--- config.mk ---
export PLATFORM = sky130hd
export DESIGN_NAME = seg_scan_decoder
export DESIGN_NICKNAME = d
export VERILOG_FILES = /design/src/rtl/seg_scan_decoder.sv
export SDC_FILE = /design/constraint.sdc
export NUM_CORES = 1
export LEC_CHECK = 0
export CORE_ASPECT_RATIO = 0.7
export CORE_MARGIN = 3
export CORE_UTILIZATION = 64
export DETAILED_ROUTE_END_ITERATION = 10
export GPL_ROUTABILITY_DRIVEN = 0
export PLACE_DENSITY = 0.81
export REMOVE_ABC_BUFFERS = 1
export SYNTH_ARGS = -nofsm -noshare
export SYNTH_HDL_FRONTEND = slang
export SYNTH_SLANG_ARGS = --single-unit
export TNS_END_PERCENT = 30
--- constraint.sdc ---
create_clock -name sysclock -period 11 [get_ports sysclock]
set_input_delay 1.1 -clock sysclock [delete_from_list [all_inputs] [get_ports sysclock]]
set_output_delay 1.1 -clock sysclock [all_outputs]
set_load 0.01 [all_outputs]
--- src/rtl/seg_scan_decoder.sv ---
// Receive side of a 4-digit multiplexed seven-segment link: synchronizes and debounces
// each anode dwell, decodes segments back to BCD and strobes out complete frames.
module seg_scan_decoder #(
    parameter int STABLE_CYCLES  = 16,
    parameter int TIMEOUT_CYCLES = 2**20,
    parameter int CNT_W          = 24
) (
    input  logic        sysclock,
    input  logic        reset,
    input  logic [3:0]  anode_in,
    input  logic [7:0]  seg_in,
    output logic [15:0] digits,
    output logic [3:0]  dp_out,
    output logic [3:0]  bad_code,
    output logic        frame_valid,
    output logic        frame_err
);

    typedef enum logic [1:0] {HUNT, COLLECT, FRAME_DONE} state_t;

    localparam logic [CNT_W-1:0] STAB_ACC = CNT_W'(STABLE_CYCLES - 1);
    localparam logic [CNT_W-1:0] STAB_SAT = CNT_W'(STABLE_CYCLES);
    localparam logic [CNT_W-1:0] TO_LAST  = CNT_W'(TIMEOUT_CYCLES - 1);

    logic [11:0]      sync1_q, sync2_q, samp_q;
    logic [CNT_W-1:0] stab_cnt_q;
    logic             accept;
    logic [3:0]       acc_an;
    logic [7:0]       acc_seg;

    always_ff @(posedge sysclock or posedge reset) begin
        if (reset) begin
            sync1_q    <= '1;
            sync2_q    <= '1;
            samp_q     <= '1;
            stab_cnt_q <= '0;
        end else begin
            sync1_q <= {anode_in, seg_in};
            sync2_q <= sync1_q;
            samp_q  <= sync2_q;
            if (sync2_q != samp_q)
                stab_cnt_q <= '0;
            else if (stab_cnt_q != STAB_SAT)
                stab_cnt_q <= stab_cnt_q + 1'b1;
        end
    end

    // Count saturates one past the accept value so the strobe fires once per dwell.
    assign accept            = (stab_cnt_q == STAB_ACC);
    assign {acc_an, acc_seg} = samp_q;

    logic [3:0] dec_nib;
    logic       dec_bad;
    logic       is_blank, is_digit;
    logic [1:0] dig_k;

    always_comb begin
        dec_nib = 4'hF;
        dec_bad = 1'b0;
        case (acc_seg[6:0])
            7'h40:   dec_nib = 4'd0;
            7'h79:   dec_nib = 4'd1;
            7'h24:   dec_nib = 4'd2;
            7'h30:   dec_nib = 4'd3;
            7'h19:   dec_nib = 4'd4;
            7'h12:   dec_nib = 4'd5;
            7'h02:   dec_nib = 4'd6;
            7'h78:   dec_nib = 4'd7;
            7'h00:   dec_nib = 4'd8;
            7'h10:   dec_nib = 4'd9;
            default: dec_bad = 1'b1;
        endcase
    end

    always_comb begin
        is_blank = (acc_an == 4'hF);
        is_digit = 1'b1;
        dig_k    = 2'd0;
        case (acc_an)
            4'b1110: dig_k = 2'd0;
            4'b1101: dig_k = 2'd1;
            4'b1011: dig_k = 2'd2;
            4'b0111: dig_k = 2'd3;
            default: is_digit = 1'b0;
        endcase
    end

    state_t           state_q, state_d;
    logic [1:0]       exp_q, exp_d;
    logic [CNT_W-1:0] to_cnt_q, to_cnt_d;
    logic             wr_en, pub, fv_d, fe_d, dig_acc;

    always_comb begin
        state_d  = state_q;
        exp_d    = exp_q;
        to_cnt_d = to_cnt_q;
        wr_en    = 1'b0;
        pub      = 1'b0;
        fv_d     = 1'b0;
        fe_d     = 1'b0;
        dig_acc  = accept && !is_blank;
        case (state_q)
            HUNT: begin
                to_cnt_d = '0;
                if (dig_acc && is_digit && dig_k == 2'd0) begin
                    wr_en   = 1'b1;
                    exp_d   = 2'd1;
                    state_d = COLLECT;
                end
            end
            COLLECT: begin
                to_cnt_d = to_cnt_q + 1'b1;
                if (dig_acc) begin
                    to_cnt_d = '0;
                    if (!is_digit) begin
                        fe_d    = 1'b1;
                        state_d = HUNT;
                    end else if (dig_k == exp_q) begin
                        wr_en = 1'b1;
                        if (dig_k == 2'd3) begin
                            pub     = 1'b1;
                            fv_d    = 1'b1;
                            state_d = FRAME_DONE;
                        end else begin
                            exp_d = exp_q + 2'd1;
                        end
                    end else if (dig_k == 2'd0) begin
                        // A fresh digit 0 restarts the frame rather than dropping to hunt.
                        fe_d  = 1'b1;
                        wr_en = 1'b1;
                        exp_d = 2'd1;
                    end else begin
                        fe_d    = 1'b1;
                        state_d = HUNT;
                    end
                end else if (to_cnt_q == TO_LAST) begin
                    fe_d     = 1'b1;
                    to_cnt_d = '0;
                    state_d  = HUNT;
                end
            end
            FRAME_DONE: state_d = HUNT;
            default:    state_d = HUNT;
        endcase
    end

    logic [3:0][3:0] sh_nib_q, sh_nib_d;
    logic [3:0]      sh_dp_q, sh_dp_d, sh_bad_q, sh_bad_d;

    always_comb begin
        sh_nib_d = sh_nib_q;
        sh_dp_d  = sh_dp_q;
        sh_bad_d = sh_bad_q;
        if (wr_en) begin
            sh_nib_d[dig_k] = dec_nib;
            sh_dp_d[dig_k]  = acc_seg[7];
            sh_bad_d[dig_k] = dec_bad;
        end
    end

    logic [15:0] digits_q;
    logic [3:0]  dp_q, bad_q;
    logic        fv_q, fe_q;

    // Outputs load on the digit-3 accept so they are already new while frame_valid is high.
    always_ff @(posedge sysclock or posedge reset) begin
        if (reset) begin
            state_q  <= HUNT;
            exp_q    <= 2'd0;
            to_cnt_q <= '0;
            sh_nib_q <= '0;
            sh_dp_q  <= '1;
            sh_bad_q <= '0;
            digits_q <= 16'h0000;
            dp_q     <= 4'hF;
            bad_q    <= 4'h0;
            fv_q     <= 1'b0;
            fe_q     <= 1'b0;
        end else begin
            state_q  <= state_d;
            exp_q    <= exp_d;
            to_cnt_q <= to_cnt_d;
            sh_nib_q <= sh_nib_d;
            sh_dp_q  <= sh_dp_d;
            sh_bad_q <= sh_bad_d;
            if (pub) begin
                digits_q <= sh_nib_d;
                dp_q     <= sh_dp_d;
                bad_q    <= sh_bad_d;
            end
            fv_q <= fv_d;
            fe_q <= fe_d;
        end
    end

    assign digits      = digits_q;
    assign dp_out      = dp_q;
    assign bad_code    = bad_q;
    assign frame_valid = fv_q;
    assign frame_err   = fe_q;

endmodule

==> results_dict.tcl, run 1 <==
set metrics [dict create \
    dpl_cell_area_um2 6720 \
    tns_ps 0 \
    yosysSeqAreaShare 0.555 \
    drt-initial-drc-count 374 \
    grt_max_degree 75 \
    final_nets 587 \
    fp-row-count 29 \
    ys.flop_type "dfrtp_1" \
    io_buffers 39 \
    min_from "sync1_q[9]$_DFF_PP1_" \
    syn2layout_area_growth_pct 15.9 \
    drt_first_pass_iters 5 \
    yosys-top-cells-count "dfrtp_1 (94), nor2_1 (44), dfstp_2 (43), nand2_1 (30), nand3_1 (30)" \
    cts_max_path_buffers 2 \
    grt.overflow.total 0 \
    p_leak_nw 3.12 \
    wl_per_cell_um 17.6 \
    diodes 0 \
    synth-compound-area-share 0.0765 \
    synth_top_family_by_area "simple AND/OR/NAND/NOR gates" \
    drive_gt1_frac 0.242 \
    fin_skew_ps 9.30 \
    synthXorXnorAreaFrac 0.0544 \
    p_total_mw 1.09 \
    synth_simple_gate_area_share 0.181 \
    h-tree-depth 4 \
    yosys-top-cells-area "dfrtp_1 (37%), dfstp_2 (18%), mux2_2 (5.2%), mux2_4 (4.1%), xor2_1 (2.9%)" \
    vias 4216 \
    synth_edf_count 0 \
    synthMuxAreaShare 0.0993 \
    cts_resized 0 \
    grt_pass1_vias 4174 \
    ir_drop_v 0.000152 \
    vias_per_cell 5.96 \
    hold_viol_final 0 \
    synth_adder_area_share 0.00598 \
    holdWs_ps 355 \
    final_area_um2 7270 \
    instances_no_fill 707 \
    slew_violations 0 \
    critPathKind "flop to flop" \
    antenna_found_initial 0 \
    routed_wl_um 12400 \
    cap_violations 0 \
    fmax_mhz 370 \
    cpMaxStageDelayCell "dfstp_2" \
    cts-root-buf "clkbuf_16" \
    path_common_cell "a31oi_1" \
    worstSetupStartpoint "samp_q[9]$_DFF_PP1_" \
    dp.cells 675 \
    path_clk_slew_ps 60 \
    end_kind "flop" \
    initial_core_util 0.676 \
    path_max_fanout 25 \
    ioPinCount 40 \
    grt_pass1_wl_um 20600 \
    ys_seq_elements 137 \
    yosysMostFrequentCell "dfrtp_1" \
    cts_setup_buffers 0 \
    cp_top_family "simple AND/OR/NAND/NOR gates" \
    die_x_um 124 \
    finalSetupViolCount 0 \
    slew_headroom 0.405 \
    cp-start-kind "flop" \
    rr_startpoint "samp_q[9]$_DFF_PP1_" \
    cts_hold_buf 0 \
    ys_warn_count 0 \
    worst_ep_required_time_ps 11330 \
    yosysTopAreaCell "dfrtp_1" \
    async_flop_share 1.00 \
    die_y_um 88.9 \
    ant_nets 0 \
    clk_latency_ps 420 \
    path_buf_inv 1 \
    worstHoldPathType "flop to flop" \
    synth_area_um2 6280 \
    grtUsageTotal 0.236 \
    cts_sinks 137 \
    route.detailed.drc 0 \
    cts_tree "yes" \
    die-area_um2 11100 \
    worst_pin_slew_ps 891 \
    synth_top_cell_area_share 0.375 \
    max_stage_delay_ps 670 \
    fin_ws_ps 8300 \
    power.density_nw_per_um2 150 \
    period_share 0.246 \
    pre_cts_ws_ps 7900 \
    fin_crit_ps 2700 \
    synth_area_per_cell_um2 11.8 \
    core-area_um2 9290 \
    netlist-cell-type-count 63 \
    crit_chain "and2_1, a31oi_1, and3_4, nor3_4, buf_4, a41oi_1, a31oi_1" \
    arrival_ps 3030 \
    dp_hpwl_um 7990 \
    cts_buffers 17 \
    status "finished, final reports clean" \
    synthCells 532 \
    n_fill_cell 598 \
    postLayoutCoreUtil 0.783 \
    grt_setup_unrepaired "no" \
]
-- cells in the final DEF, fill, tap and decap left out, types with 5 or more instances in the layout --
master,instances
mux2_4,17
a41oi_1,5
nor4_1,11
a22o_1,6
dfstp_2,43
xnor2_1,18
a21o_1,5
nand2b_1,8
nor3_1,11
dfrtp_1,94
mux2_2,29
inv_6,9
nand2_1,30
clkdlybuf4s50_1,39
nor2_1,44
a31oi_1,16
o21ai_0,7
a21oi_1,17
clkbuf_16,17
and3_1,10
xor2_1,21
inv_1,15
nand3_1,30
-- final cells by class --
type	count	area (um2)	area share
clock buffers	17	425	0.0585
multi-input cells	357	2620	0.360
inverters	16	62.6	0.00860
repair buffers	41	405	0.0557
clock inverters	15	126	0.0174
flip-flops and latches	137	3480	0.479
well taps	124	155	0.0213
-- flip-flops by register name, indices dropped and copies added (netlist names), 2 cells and up --
register	cells
sh_bad_q	4
sync1_q	12
sh_dp_q	3
exp_q	2
samp_q	12
bad_code	4
state_q	2
stab_cnt_q	24
sh_nib_q	16
dp_out	4
to_cnt_q	24
sync2_q	12
digits	16
-- per-layer routing --
metal	wire (um)	track usage	vias to the layer above
met5	0	0	-
met4	182	0.0905	0
met3	507	0.0470	15
met2	5980	0.378	111
met1	5760	0.326	2112
li1	-	-	1978
-- final timing paths --
kind	end	slack, ps	depth (start not counted)
worst min-delay path	sync2_q[9]$_DFF_PP1_	360	0
worst max register to register	to_cnt_q[6]$_DFFE_PP0P_	8300	7
worst max-delay path	to_cnt_q[6]$_DFFE_PP0P_	8300	7
max in group asynchronous	to_cnt_q[21]$_DFFE_PP0P_	8420	3
worst min register to register	sync2_q[9]$_DFF_PP1_	360	0
min in group asynchronous	sh_nib_q[11]$_DFF_PP0_	1180	2
-- kinds of logic (layout without fill, tap and decap cells) --
family	Yosys count	in the layout
mux	50	50
buf+inv	38	89
flops	137	137
fa+ha+maj	3	3
xor+xnor	39	39
simple gates	196	196
compound gates	69	69
-- power by group --
group	internal, mW	switching, mW	total (mW)
logic	0.0116	0.0196	0.0312
clock network	0.297	0.239	0.536
registers	0.517	0.00869	0.525
Note: power is estimated with default switching activity, not from simulation.
==> run 2, diff against run 1 <==
- CORE_UTILIZATION: 64 -> 59
- PLACE_DENSITY: 0.81 -> 0.75
- clock period: 11 -> 2.5 ns (I/O delays scaled with it)
==> run 2 against run 1 <==
Utilization fell by 3.3 points. Clock power rose to 4.7 times the previous value. Setup slack got worse by 8200 ps. First-iteration DRC count fell by 27%. Largest cell class unchanged. Sequential power rose to 4.4 times the previous value. Clock-buffer cell count rose by 1. Fmax rose by 10%. Non-clock buffer count rose by 15. Cell count rose by 2.7%. Via count barely moved. Combinational power rose to 5.0 times the previous value.
==> results_dict.tcl, run 2 (synthesized netlist as in run 1, its figures left out) <==
set metrics [dict create \
    slew_headroom 0.602 \
    grt_pass1_wl_um 20200 \
    crit_chain "nand2_1, or4_4, nand3_4, and4_4, mux2_4, mux2_2" \
    n_fill_cell 637 \
    cts_tree "yes" \
    cts_max_path_buffers 2 \
    fmax_mhz 408 \
    h-tree-depth 4 \
    critPathKind "flop to flop" \
    fin_crit_ps 2450 \
    diodes 0 \
    ant_nets 0 \
    drt_first_pass_iters 5 \
    vias 4213 \
    worst_pin_slew_ps 593 \
    wl_per_cell_um 16.9 \
    worstHoldPathType "input port to flop" \
    vias_per_cell 5.80 \
    drive_gt1_frac 0.273 \
    path_buf_inv 0 \
    cp_top_family "simple AND/OR/NAND/NOR gates" \
    final_cell_mix "dfrtp_1 (94), nor2_1 (44), dfstp_2 (43)" \
    initial_core_util 0.626 \
    antenna_found_initial 0 \
    cp-start-kind "flop" \
    grt_pass1_vias 4003 \
    p_total_mw 4.97 \
    final_nets 602 \
    p_leak_nw 3.24 \
    dp_hpwl_um 8130 \
    max_stage_delay_ps 630 \
    die_y_um 92.3 \
    grt_use_met3 0.0594 \
    arrival_ps 2740 \
    busiest_layer "met2" \
    hold_viol_final 0 \
    syn2layout_area_growth_pct 19.7 \
    ir_drop_v 0.000472 \
    gr-usage-met1 0.315 \
    end_kind "flop" \
    drt-initial-drc-count 273 \
    io_buffers 39 \
    status "finished, final reports clean" \
    path_clk_slew_ps 60 \
    grtUsageMet2 0.319 \
    period_share 0.981 \
    die_x_um 129 \
    cts_sinks 137 \
    grtUsageTotal 0.216 \
    reg_top3 "stab_cnt_q (24), to_cnt_q (24)" \
    finalSetupViolCount 0 \
    layout_commonest_cell "dfrtp_1" \
    clk_latency_ps 420 \
    postLayoutCoreUtil 0.750 \
    path_max_fanout 9 \
    cts_buffers 17 \
    cts-root-buf "clkbuf_16" \
    slew_violations 0 \
    routed_wl_um 12200 \
    grt_max_degree 45 \
    core-area_um2 10000 \
    fp-row-count 30 \
    worst_ep_required_time_ps 2790 \
    power.density_nw_per_um2 661 \
    cap_violations 0 \
    route.detailed.drc 0 \
    cpMaxStageDelayCell "dfstp_2" \
    grt.overflow.total 0 \
    ioPinCount 40 \
    fin_skew_ps 7.33 \
    die-area_um2 11900 \
    tns_ps 0 \
]
-- run 2: changes by cell type in the layout (fill, tap and decap cells not counted), moves of 2 or more --
cell / before / now
buf_12: 0 / 3
nor4_1: 11 / 8
inv_6: 9 / 6
buf_4: 2 / 14
nor4_2: 1 / 4
clkinv_4: 0 / 2
-- run 2: stage by stage --
step	hold slack (ps)	cell area, um2	instances	setup slack (ps)
floorplan	254	6160	510	-1350
global placement	345	6870	693	101
detailed placement	347	6870	693	63.9
CTS	221	7470	725	31.0
global route	215	7510	726	-35.8
finish	234	7510	726	48.5
-- run 2: report_power, final --
| part | internal, mW | switching (mW) | total [mW] |
|---|---|---|---|
| registers | 2.27 | 0.0332 | 2.31 |
| clock network | 1.47 | 1.03 | 2.50 |
| logic | 0.0653 | 0.0916 | 0.157 |
| total | 3.81 | 1.16 | 4.97 |
-- run 2: layout make-up --
type                    instances  area, um2  area share
repair buffers                 56        556      0.0739
flip-flops and latches        137       3480       0.463
clock buffers                  18        450      0.0600
well taps                     128        160      0.0213
multi-input cells             357       2660       0.354
inverters                      16       62.6     0.00833
clock inverters                14        146      0.0195
-- run 2: path summary, 6_finish.rpt --
path / endpoint / cells after the start / slack, ps / startpoint
worst max register to register: digits[15]$_DFFE_PP0P_ / 6 / 50 / samp_q[11]$_DFF_PP1_
min in group asynchronous: digits[9]$_DFFE_PP0P_ / 2 / 260 / reset
worst min-delay path: sync1_q[9]$_DFF_PP1_ / 1 / 230 / anode_in[1]
max in group asynchronous: sync2_q[0]$_DFF_PP1_ / 3 / 1570 / reset
worst min register to register: sync2_q[3]$_DFF_PP1_ / 0 / 350 / sync1_q[3]$_DFF_PP1_
worst max-delay path: digits[15]$_DFFE_PP0P_ / 6 / 50 / samp_q[11]$_DFF_PP1_
-- run 2: layer usage --
| layer | wire length (um) | part of all wire |
|---|---|---|
| met1 | 5860 | 0.48 |
| met2 | 5690 | 0.46 |
| met5 | 0 | 0 |
| met4 | 120 | 0.0098 |
| met3 | 566 | 0.046 |
-- run 2: timing repair --
action	CTS	global route
buffers inserted	0	1
hold buffers	0	0
gates resized for setup	0	8
setup endpoints to repair	0	8
==> run 3, diff against run 2 <==
- SETUP_SLACK_MARGIN: default -> 0.4
==> run 3 against run 2 <==
Utilization increased by 3.9 points. Power up 0.80%. Register-to-register slack improved by 60 ps. Routed wire length rose by 11%. Combinational power up 18%. Die area unchanged. Via count rose by 4.7%. Highest routed layer unchanged.
==> results_dict.tcl, run 3 (synthesized netlist as in run 1, its figures left out) <==
set metrics [dict create \
    status "finished, final reports clean" \
    ioPinCount 40 \
    finalSetupViolCount 0 \
    clk_latency_ps 420 \
    routed_wl_um 13600 \
    p_leak_nw 3.45 \
    path_clk_slew_ps 60 \
    grt_pass1_vias 4167 \
    route.detailed.drc 0 \
    initial_core_util 0.626 \
    cts-root-buf "clkbuf_16" \
    layout_commonest_cell "dfrtp_1" \
    cap_violations 0 \
    worst_pin_slew_ps 611 \
    multi_input_area_um2 2810 \
    grt_setup_unrepaired "yes" \
    fin_skew_ps 8.71 \
    h-tree-depth 4 \
    ir_drop_v 0.000482 \
    antenna_found_initial 0 \
    grt_pass1_wl_um 21000 \
    critPathKind "flop to flop" \
    dp_hpwl_um 8130 \
    cts_sinks 137 \
    p_total_mw 5.01 \
    fp-row-count 30 \
    diodes 0 \
    fin_ws_ps 111 \
    slew_headroom 0.590 \
    pre_cts_ws_ps 63.9 \
    slew_violations 0 \
    worst_ep_required_time_ps 2800 \
    instances_no_fill 752 \
    path_max_fanout 6 \
    holdWs_ps 231 \
    cts_max_path_buffers 2 \
    drive_gt1_frac 0.327 \
    grt.overflow.total 0 \
    end_kind "flop" \
    fin_crit_ps 2390 \
    die-area_um2 11900 \
    reg_top3 "stab_cnt_q (24), to_cnt_q (24)" \
    final_nets 628 \
    drt_first_pass_iters 5 \
    vias_per_cell 5.87 \
    dp.cells 693 \
    postLayoutCoreUtil 0.789 \
    die_y_um 92.3 \
    grtUsageTotal 0.225 \
    power.density_nw_per_um2 634 \
    regArea_um2 3480 \
    cts_buffers 17 \
    period_share 0.956 \
    worstHoldPathType "input port to flop" \
    io_buffers 39 \
    cts_tree "yes" \
    grt_max_degree 45 \
    final_cell_mix "dfrtp_1 (92), nor2_1 (44), dfstp_2 (43)" \
    vias 4412 \
    drt-initial-drc-count 310 \
    wl_per_cell_um 18.1 \
    syn2layout_area_growth_pct 25.9 \
    n_fill_cell 570 \
    core-area_um2 10000 \
    arrival_ps 2680 \
    fmax_mhz 419 \
    ant_nets 0 \
    die_x_um 129 \
    hold_viol_final 0 \
    cp-start-kind "flop" \
]
## run 3: what timing repair did
action                     CTS  global route
hold buffers                 0             0
setup buffers               16            11
setup endpoints to repair   44            72
gates resized for setup     17            34
hold endpoints to repair     0             0
pin swaps                   10            10
## run 3: final timing paths
| check | cells past startpoint | end | slack [ps] | start |
|---|---|---|---|---|
| setup / recovery | 5 | digits[15]$_DFFE_PP0P_ | 110 | stab_cnt_q[6]$_DFFE_PP0P_ |
| hold / removal | 1 | sync1_q[8]$_DFF_PP1_ | 230 | anode_in[0] |
| setup reg to reg | 5 | digits[15]$_DFFE_PP0P_ | 110 | stab_cnt_q[6]$_DFFE_PP0P_ |
| hold reg to reg | 0 | sync2_q[3]$_DFF_PP1_ | 350 | sync1_q[3]$_DFF_PP1_ |
| max in group asynchronous | 3 | sync2_q[0]$_DFF_PP1_ | 1580 | reset |
| min in group asynchronous | 2 | digits[9]$_DFFE_PP0P_ | 260 | reset |
## run 3: report_power, final
group	total [mW]	leakage (nW)	internal (mW)	switching [mW]
registers	2.30	1.76	2.27	0.0319
logic	0.185	1.39	0.0808	0.104
clock network	2.52	0.298	1.47	1.05
## run 3: layout make-up
cell class,instances,share of cell area
timing repair buffer,82,0.0999
clock buffer,18,0.0570
tap,128,0.0203
inverter,16,0.00792
sequential,137,0.441
clock inverter,14,0.0185
multi-input combinational,357,0.355
## run 3: worst max-delay path, stage by stage (launching register included)
cell and delay [ps]:
dfrtp_1 460, nor3_1 540, and4_4 360, and4_4 300, mux2_4 320, mux2_4 280
## run 3: layer usage
| metal | GRT usage | vias up | wire length [um] |
|---|---|---|---|
| met4 | 0.0664 | 0 | 136 |
| li1 | - | 2064 | - |
| met2 | 0.343 | 127 | 6640 |
| met5 | 0 | - | 0 |
| met1 | 0.320 | 2204 | 6180 |
| met3 | 0.0599 | 17 | 612 |
## run 3: metrics by stage
| step | setup TNS, ps | area, um2 |
|---|---|---|
| 6_report | 0 | 7900 |
| 5_1_grt | 0 | 7900 |
| 4_1_cts | 0 | 7670 |
| 3_5_place_dp | 0 | 6870 |
| 3_3_place_gp | 0 | 6870 |
| 2_1_floorplan | -142570 | 6160 |
